## src/rtl/uart_cmd_assembler_if.sv

```systemverilog
// Byte-stream and command handshake bundle between the UART receiver, the
// command assembler and the command consumer.
interface uart_cmd_assembler_if;
  logic        rx_rdy;
  logic [7:0]  rx_data;
  logic        clr_rx_rdy;
  logic [15:0] cmd;
  logic        cmd_rdy;
  logic        clr_cmd_rdy;
  logic        overrun;

  // Environment side: receiver bytes in, consumer acknowledge in.
  modport master (
    output rx_rdy, rx_data, clr_cmd_rdy,
    input  clr_rx_rdy, cmd, cmd_rdy, overrun
  );

  // Assembler side.
  modport slave (
    input  rx_rdy, rx_data, clr_cmd_rdy,
    output clr_rx_rdy, cmd, cmd_rdy, overrun
  );
endinterface

```

## src/rtl/uart_cmd_assembler.sv

```systemverilog
// Pairs received bytes (high then low) into 16-bit commands, with an inter-byte
// timeout that drops a stale high byte and a sticky overrun flag.
module uart_cmd_assembler #(
  parameter int unsigned TIMEOUT_CYC = 52080,
  parameter int unsigned TO_W        = 17
) (
  input logic                  clk,
  input logic                  rst_n,
  uart_cmd_assembler_if.slave  bus
);

  typedef enum logic {StWaitHi = 1'b0, StWaitLo = 1'b1} state_e;

  localparam logic [TO_W-1:0] ToLast = TO_W'(TIMEOUT_CYC - 1);

  state_e          state_q, state_d;
  logic [7:0]      hold_q, hold_d;
  logic [TO_W-1:0] to_cnt_q, to_cnt_d;
  logic [15:0]     cmd_q, cmd_d;
  logic            cmd_rdy_q, cmd_rdy_d;
  logic            overrun_q, overrun_d;
  logic            clr_rx_q, clr_rx_d;
  logic            accept, complete, timed_out;

  // The acknowledge cycle masks rx_rdy so a level-style strobe is taken once.
  assign accept    = bus.rx_rdy & ~clr_rx_q;
  assign complete  = (state_q == StWaitLo) & accept;
  assign timed_out = (state_q == StWaitLo) & ~accept & (to_cnt_q == ToLast);

  always_ff @(posedge clk or negedge rst_n) begin
    if (!rst_n) begin
      state_q <= StWaitHi;
    end else begin
      state_q <= state_d;
    end
  end

  always_comb begin
    state_d = state_q;
    case (state_q)
      StWaitHi: if (accept) state_d = StWaitLo;
      StWaitLo: if (complete || timed_out) state_d = StWaitHi;
      default:  state_d = StWaitHi;
    endcase
  end

  always_comb begin
    hold_d    = hold_q;
    to_cnt_d  = to_cnt_q;
    cmd_d     = cmd_q;
    clr_rx_d  = accept;
    case (state_q)
      StWaitHi: begin
        to_cnt_d = '0;
        if (accept) hold_d = bus.rx_data;
      end
      StWaitLo: begin
        if (accept || timed_out) begin
          to_cnt_d = '0;
        end else if (to_cnt_q != ToLast) begin
          to_cnt_d = to_cnt_q + TO_W'(1);
        end
      end
      default: to_cnt_d = '0;
    endcase
    if (complete) cmd_d = {hold_q, bus.rx_data};
    // A fresh command beats a simultaneous consumer acknowledge.
    if (complete)             cmd_rdy_d = 1'b1;
    else if (bus.clr_cmd_rdy) cmd_rdy_d = 1'b0;
    else                      cmd_rdy_d = cmd_rdy_q;
    if (complete && cmd_rdy_q && !bus.clr_cmd_rdy) overrun_d = 1'b1;
    else if (bus.clr_cmd_rdy)                      overrun_d = 1'b0;
    else                                           overrun_d = overrun_q;
  end

  always_ff @(posedge clk or negedge rst_n) begin
    if (!rst_n) begin
      hold_q    <= 8'h00;
      to_cnt_q  <= '0;
      cmd_q     <= 16'h0000;
      cmd_rdy_q <= 1'b0;
      overrun_q <= 1'b0;
      clr_rx_q  <= 1'b0;
    end else begin
      hold_q    <= hold_d;
      to_cnt_q  <= to_cnt_d;
      cmd_q     <= cmd_d;
      cmd_rdy_q <= cmd_rdy_d;
      overrun_q <= overrun_d;
      clr_rx_q  <= clr_rx_d;
    end
  end

  assign bus.clr_rx_rdy = clr_rx_q;
  assign bus.cmd        = cmd_q;
  assign bus.cmd_rdy    = cmd_rdy_q;
  assign bus.overrun    = overrun_q;

endmodule

```

## src/flat_wrapper.sv

```systemverilog
// flat-port wrapper written by rule: the top's interface ports become plain ports
module uart_cmd_assembler_flat 
#(
  parameter int unsigned TIMEOUT_CYC = 52080,
  parameter int unsigned TO_W        = 17
)
  (clk, rst_n, bus_rx_rdy, bus_rx_data, bus_clr_cmd_rdy, bus_clr_rx_rdy, bus_cmd, bus_cmd_rdy, bus_overrun);
  uart_cmd_assembler_if bus_i ();
  input logic clk;
  input logic rst_n;
  input wire logic [$bits(bus_i.rx_rdy)-1:0] bus_rx_rdy;
  input wire logic [$bits(bus_i.rx_data)-1:0] bus_rx_data;
  input wire logic [$bits(bus_i.clr_cmd_rdy)-1:0] bus_clr_cmd_rdy;
  output wire logic [$bits(bus_i.clr_rx_rdy)-1:0] bus_clr_rx_rdy;
  output wire logic [$bits(bus_i.cmd)-1:0] bus_cmd;
  output wire logic [$bits(bus_i.cmd_rdy)-1:0] bus_cmd_rdy;
  output wire logic [$bits(bus_i.overrun)-1:0] bus_overrun;
  assign bus_i.rx_rdy = bus_rx_rdy;
  assign bus_i.rx_data = bus_rx_data;
  assign bus_i.clr_cmd_rdy = bus_clr_cmd_rdy;
  assign bus_clr_rx_rdy = bus_i.clr_rx_rdy;
  assign bus_cmd = bus_i.cmd;
  assign bus_cmd_rdy = bus_i.cmd_rdy;
  assign bus_overrun = bus_i.overrun;
  uart_cmd_assembler #(.TIMEOUT_CYC(TIMEOUT_CYC), .TO_W(TO_W)) u_core (.clk(clk), .rst_n(rst_n), .bus(bus_i));
endmodule
```

## config.mk

```make
export PLATFORM = sky130hd
export DESIGN_NAME = uart_cmd_assembler_flat
export DESIGN_NICKNAME = d
export VERILOG_FILES = /design/src/rtl/uart_cmd_assembler_if.sv /design/src/rtl/uart_cmd_assembler.sv /design/src/flat_wrapper.sv
export SDC_FILE = /design/constraint.sdc
export NUM_CORES = 1
export LEC_CHECK = 0
export ABC_AREA = 0
export BUFFER_PORTS_ARGS = -buffer_cell sky130_fd_sc_hd__buf_4
export CAP_MARGIN = 20
export CORE_MARGIN = 4
export CORE_UTILIZATION = 30
export CTS_BUF_LIST = sky130_fd_sc_hd__clkbuf_4 sky130_fd_sc_hd__clkbuf_8
export CTS_CLUSTER_SIZE = 10
export DETAILED_ROUTE_END_ITERATION = 8
export PLACE_DENSITY_LB_ADDON = 0.08
export SKIP_LAST_GASP = 1
export SLEW_MARGIN = 15
export SYNTH_ARGS = -nofsm -noshare
export SYNTH_HDL_FRONTEND = slang
export SYNTH_SLANG_ARGS = --single-unit
```

## constraint.sdc

```tcl
create_clock -name clk -period 1.5 [get_ports clk]
set_input_delay 0.15 -clock clk [delete_from_list [all_inputs] [get_ports clk]]
set_output_delay 0.15 -clock clk [all_outputs]
set_load 0.02 [all_outputs]
```

Word-level counts from Yosys, hierarchy flattened:

Index checks and enable logic that the tools add are counted.

* add/sub/neg operators: 1
* $mul: 0
* divide/modulo/power cells: 0
* magnitude comparators: 0
* equality and inequality tests: 3
* shifts and indexed selects: 0
* multiplexer cells: 9
* bitwise logic cells: 7
* reduce and logical (&&, ||, !) cells: 8

Operators by type and width (count)
* 2-to-1 mux 17 bit: 2
* one-hot mux 17 bit (2 select lines): 1
* adder 17 x 1 -> 17 bit, second input constant: 1
* == test 17 x 16 -> 1 bit, second input constant: 1
* inequality test 17 x 16 -> 1 bit, second input constant: 1
* 2-to-1 mux 1 bit: 5
* bitwise AND 1 bit: 4
* nonzero test 2 bit: 2
* inequality test 3 bit, second input constant: 1
* NOT 1 bit: 3
* logical AND 1 bit: 2
* logical OR 1 bit: 2
* one-hot mux 1 bit (2 select lines): 1
* AND reduction 2 bit: 1
* logical NOT 1 bit: 1

* flip-flop bits (word level): 45
* latch bits: 0
* bits in writable memories: 0
* memory bits (read-only): 0
* bits of input ports: 12
* output and inout port bits: 19
* logic and storage cells: 35
* memories: 0

Logic depth before layout (Yosys ltp):

* depth in word-level cells: 8
* gate-level depth with buffers: 6
* depth with buffers taken out: 5

Least setup slack after synthesis:

No wires, ideal clock.

* path kind: reg-to-reg
* start: register u_core.to_cnt_q[4]
* end: register u_core.to_cnt_q[11]
* library setup time: 0.119 ns
* arrival time: 1.527 ns
* path slack: -0.146 ns
* stages on the path, launching flop included: 5
* buffers on the path: 1
* cells stage by stage: dfrtp_1 > or4b_4 > o311ai_4 > buf_6 > nor2_1

* word-level cells in the longest chain between the ends: 5

RTL lines
* start, declared: line uart_cmd_assembler.sv:18 `logic [TO_W-1:0] to_cnt_q, to_cnt_d;`
* start signal, assigned: line uart_cmd_assembler.sv:86 `to_cnt_q <= to_cnt_d;`
* branches (longest 5 deep; another with adder 17 x 1 -> 17 bit)

Parallel ways; which one is timed is not known. The select of a mux whose other input is x is not followed.
A chain may end at the register's enable or synchronous reset.

Worst setup path after layout:

* start: register u_core.to_cnt_q[4]
* end: register u_core.to_cnt_q[7]

Same word-level chain as after synthesis.

==> summary.md <==
| Metric | Value |
|---|---|
| H-tree depth | `2` |
| RSZ-0062 raised after global routing | `yes` |
| Gr usage total | `11.4%` |
| TritonCTS clock tree | `done` |
| LEAKAGE | `0.00112 uW` |
| Via count | `1316` |
| Layout Nets | `218` |
| Yosys cell types | `24` |
| Io pins | `31` |
| Critical Path Max Stage Delay | `0.55 ns` |
| Clock Pin Slew Worst Setup and Hold Paths | `0.09 ns` |
| DIE WIDTH | `87.2 um` |
| Pre-CTS WS | `-0.119 ns` |
| Final Max Slew Viols | `0` |
| CP Max Fanout | `17` |
| Largest net degree at the start of global routing | `46` |
| Critical Path Sink Type | `register` |
| Sink Count | `45` |
| Maxcap violations | `0` |
| Initial DRT Pass Iterations | `4` |
| Ys async rst share | `100%` |
| Arr. time, crit path | `1.85 ns` |
| Vias in the first global route | `1448` |
| Element type at the critical path start | `register` |
| Worst vdd ir | `0.592 mV` |
| Yosys Warn Count | `0` |
| Outcome | `complete, but fails checks` |
| Num CTS Buffers | `5` |
| Synth Net Count | `160` |
| Slowest CP cell | `or4b_4` |
| WL/cell | `13.8 um` |
| Cell Pwr Density | `1440 mW/mm^2` |
| DRT iter0 DRCs | `29` |
| CP Data Required Time | `1.69 ns` |
| Antenna violations before repair | `0` |
| Finished Cell Area | `0.00253 sq mm` |
| Power consumption | `3650 uW` |
| Placed Area | `0.00237 sq mm` |
| Starting Density | `31.4%` |
| Endpoints failing setup | `18` |
| Clk_lat worst skew | `0.30 ns` |
| Netlist Area Pre-Place | `0.00188 sq mm` |
| Fmax achieved | `0.605 GHz` |
| Reg2Reg Setup Slack | `-0.15 ns` |
| Hold WS | `0.0896 ns` |
| Syn Area/Cell | `12.8 sq um` |
| Die ar. | `0.00761 sq mm` |
| Final WL | `3880 um` |
| Share of cells above drive strength 1 | `45.6%` |
| Synth Instances | `147` |
| Failing checks | `negative setup slack` |
| Final Wtd Congestion | `0.760` |
| Crit path cell chain | `or4b_4 > o311ai_4 > buf_12 > nor2_1` |
| Clk buf depth | `2` |
| Tmin final | `1.65 ns` |
| Core Area | `0.00599 sq mm` |
| Final WS setup | `-0.154 ns` |
| Fin cells | `281` |
| Post-synth top flop | `dfrtp_1` |
| Fillers | `593` |
| Setup CP Type | `reg -> reg` |
| Worst Hold Class | `in -> reg` |
| HPWL after DPL | `2790 um` |
| Number of flops mapped to enable cells by yosys | `0` |
| Final setup skew | `0.00399 ns` |
| GRT overflow | `0` |
| # rows | `28` |
| # port buffers | `30` |
| Root buffer cell | `clkbuf_8` |
| Worst slew pin tran | `0.574 ns` |
| Vias/cell | `4.68` |
| Crit share post-route | `110%` |
| Endpoints failing hold | `0` |
| Number of synthesized register bits | `45` |
| DR DRC count | `0` |
| ANT nets after route | `0` |
| Sequential area share after synthesis | `59.8%` |
| Dpl cells | `270` |
| Max-slew headroom | `61.7%` |
| Ant. Diodes | `0` |
| Area growth syn-to-layout | `34.3%` |
| Die Y | `87.2 um` |
| First-pass GRT wire length | `6740 um` |
-- where the power goes --
part           switching [uW]  internal, uW  total (uW)
Sequential                153          1500        1650
Clock                     429           499         928
Combinational             514           552        1070
Total                    1100          2550        3650
-- through the flow --
stage | util [%] | setup TNS (ns)
6_report | 42.2 | -2.46
5_1_grt | 42.2 | -3.31
4_1_cts | 41.9 | -2.05
3_5_place_dp | 39.6 | -1.87
3_3_place_gp | 39.6 | -1.46
2_1_floorplan | - | -1.68
-- placed cells by master, fill, tap and decap left out, types with 2 or more instances in the layout --
master         synthesis  final
buf_12                 0      2
nor3_2                 0      2
nand4_1                5      5
nand3_1                6      6
nor2_1                21     21
dlygate4sd3_1          0      2
nor4_1                 4      4
mux2_2                24     24
xnor2_1               11     11
inv_1                  7      7
buf_4                  0     50
dfrtp_1               45     45
nor3_1                 4      2
clkbuf_8               0      5
xor2_1                 4      4
-- cells in the mapped netlist (2+ instances only) --
master    n  area, sq um
nor2_1   21         78.8
nand2_1   2         7.51
dfrtp_1  45         1130
inv_1     7         26.3
mux2_2   24          270
xor2_1    4         35.0
nand4_1   5         31.3
nor3_1    4         20.0
nor4_1    4         25.0
nand3_1   6         30.0
xnor2_1  11         96.3
o21ai_0   2         10.0
-- worst paths after layout --
| check | start | end | depth (start not counted) |
|---|---|---|---|
| worst max-delay path | u_core.to_cnt_q[4]$_DFFE_PN0P_ | u_core.to_cnt_q[7]$_DFFE_PN0P_ | 4 |
| worst min-delay path | bus_rx_data[2] | u_core.bus.cmd[2]$_DFFE_PN0P_ | 2 |
| worst max register to register | u_core.to_cnt_q[4]$_DFFE_PN0P_ | u_core.to_cnt_q[7]$_DFFE_PN0P_ | 4 |
| worst min register to register | u_core.hold_q[5]$_DFFE_PN0P_ | u_core.bus.cmd[13]$_DFFE_PN0P_ | 1 |
| max in group asynchronous | rst_n | u_core.hold_q[3]$_DFFE_PN0P_ | 2 |
| min in group asynchronous | rst_n | u_core.bus.cmd[4]$_DFFE_PN0P_ | 2 |
-- sequential cells by signal (all words and copies together) (netlist names) --
signal	flops
u_core.bus.clr_rx_rdy	1
u_core.bus.cmd	16
u_core.bus.cmd_rdy	1
u_core.bus.overrun	1
u_core.hold_q	8
u_core.state_q	1
u_core.to_cnt_q	17
-- layout make-up --
type                    instances  area (sq um)  area share (%)
clock buffers                   5          68.8            2.72
well taps                      75          93.8            3.71
repair buffers                 54           435            17.2
flip-flops and latches         45          1130            44.5
inverters                       7          26.3            1.04
multi-input cells              92           732            28.9
clock inverters                 3          46.3            1.83
-- layer usage --
metal	wire (um)	global-route usage [%]	share of wire, %
met1	1640	13.6	42
met2	1950	19.4	50
met3	237	3.50	6.1
met4	53	3.91	1.4
met5	0	0	0
-- repair_timing --
action | 4_1_cts | 5_1_grt
buffers inserted | 0 | 1
hold endpoints to repair | 46 | 0
hold buffers | 2 | 0
resized for setup | 1 | 3
gates cloned | 0 | 0
pin swaps | 1 | 1
setup endpoints to repair | 18 | 18
-- cells by family (layout without fill, tap and decap cells) --
| group | Yosys count | in the layout | share of synthesized area (%) |
|---|---|---|---|
| AOI/OAI and AO/OA | 4 | 4 | 2.26 |
| xor gates and xnor gates | 15 | 15 | 6.98 |
| adders and majority gates | 1 | 1 | 0.664 |
| buffers and inverters | 10 | 69 | 2.52 |
| DFF | 45 | 45 | 59.8 |
| muxes | 24 | 24 | 14.4 |
| and+or+nand+nor | 48 | 48 | 13.4 |
-- worst max-delay path: cells and delay by family (launching register included) --
kind | cells | cell delay (ns)
simple gates | 2 | 0.61
flops | 1 | 0.39
compound gates | 1 | 0.35
buf+inv | 1 | 0.19
Power figures use the tool's default switching activity.
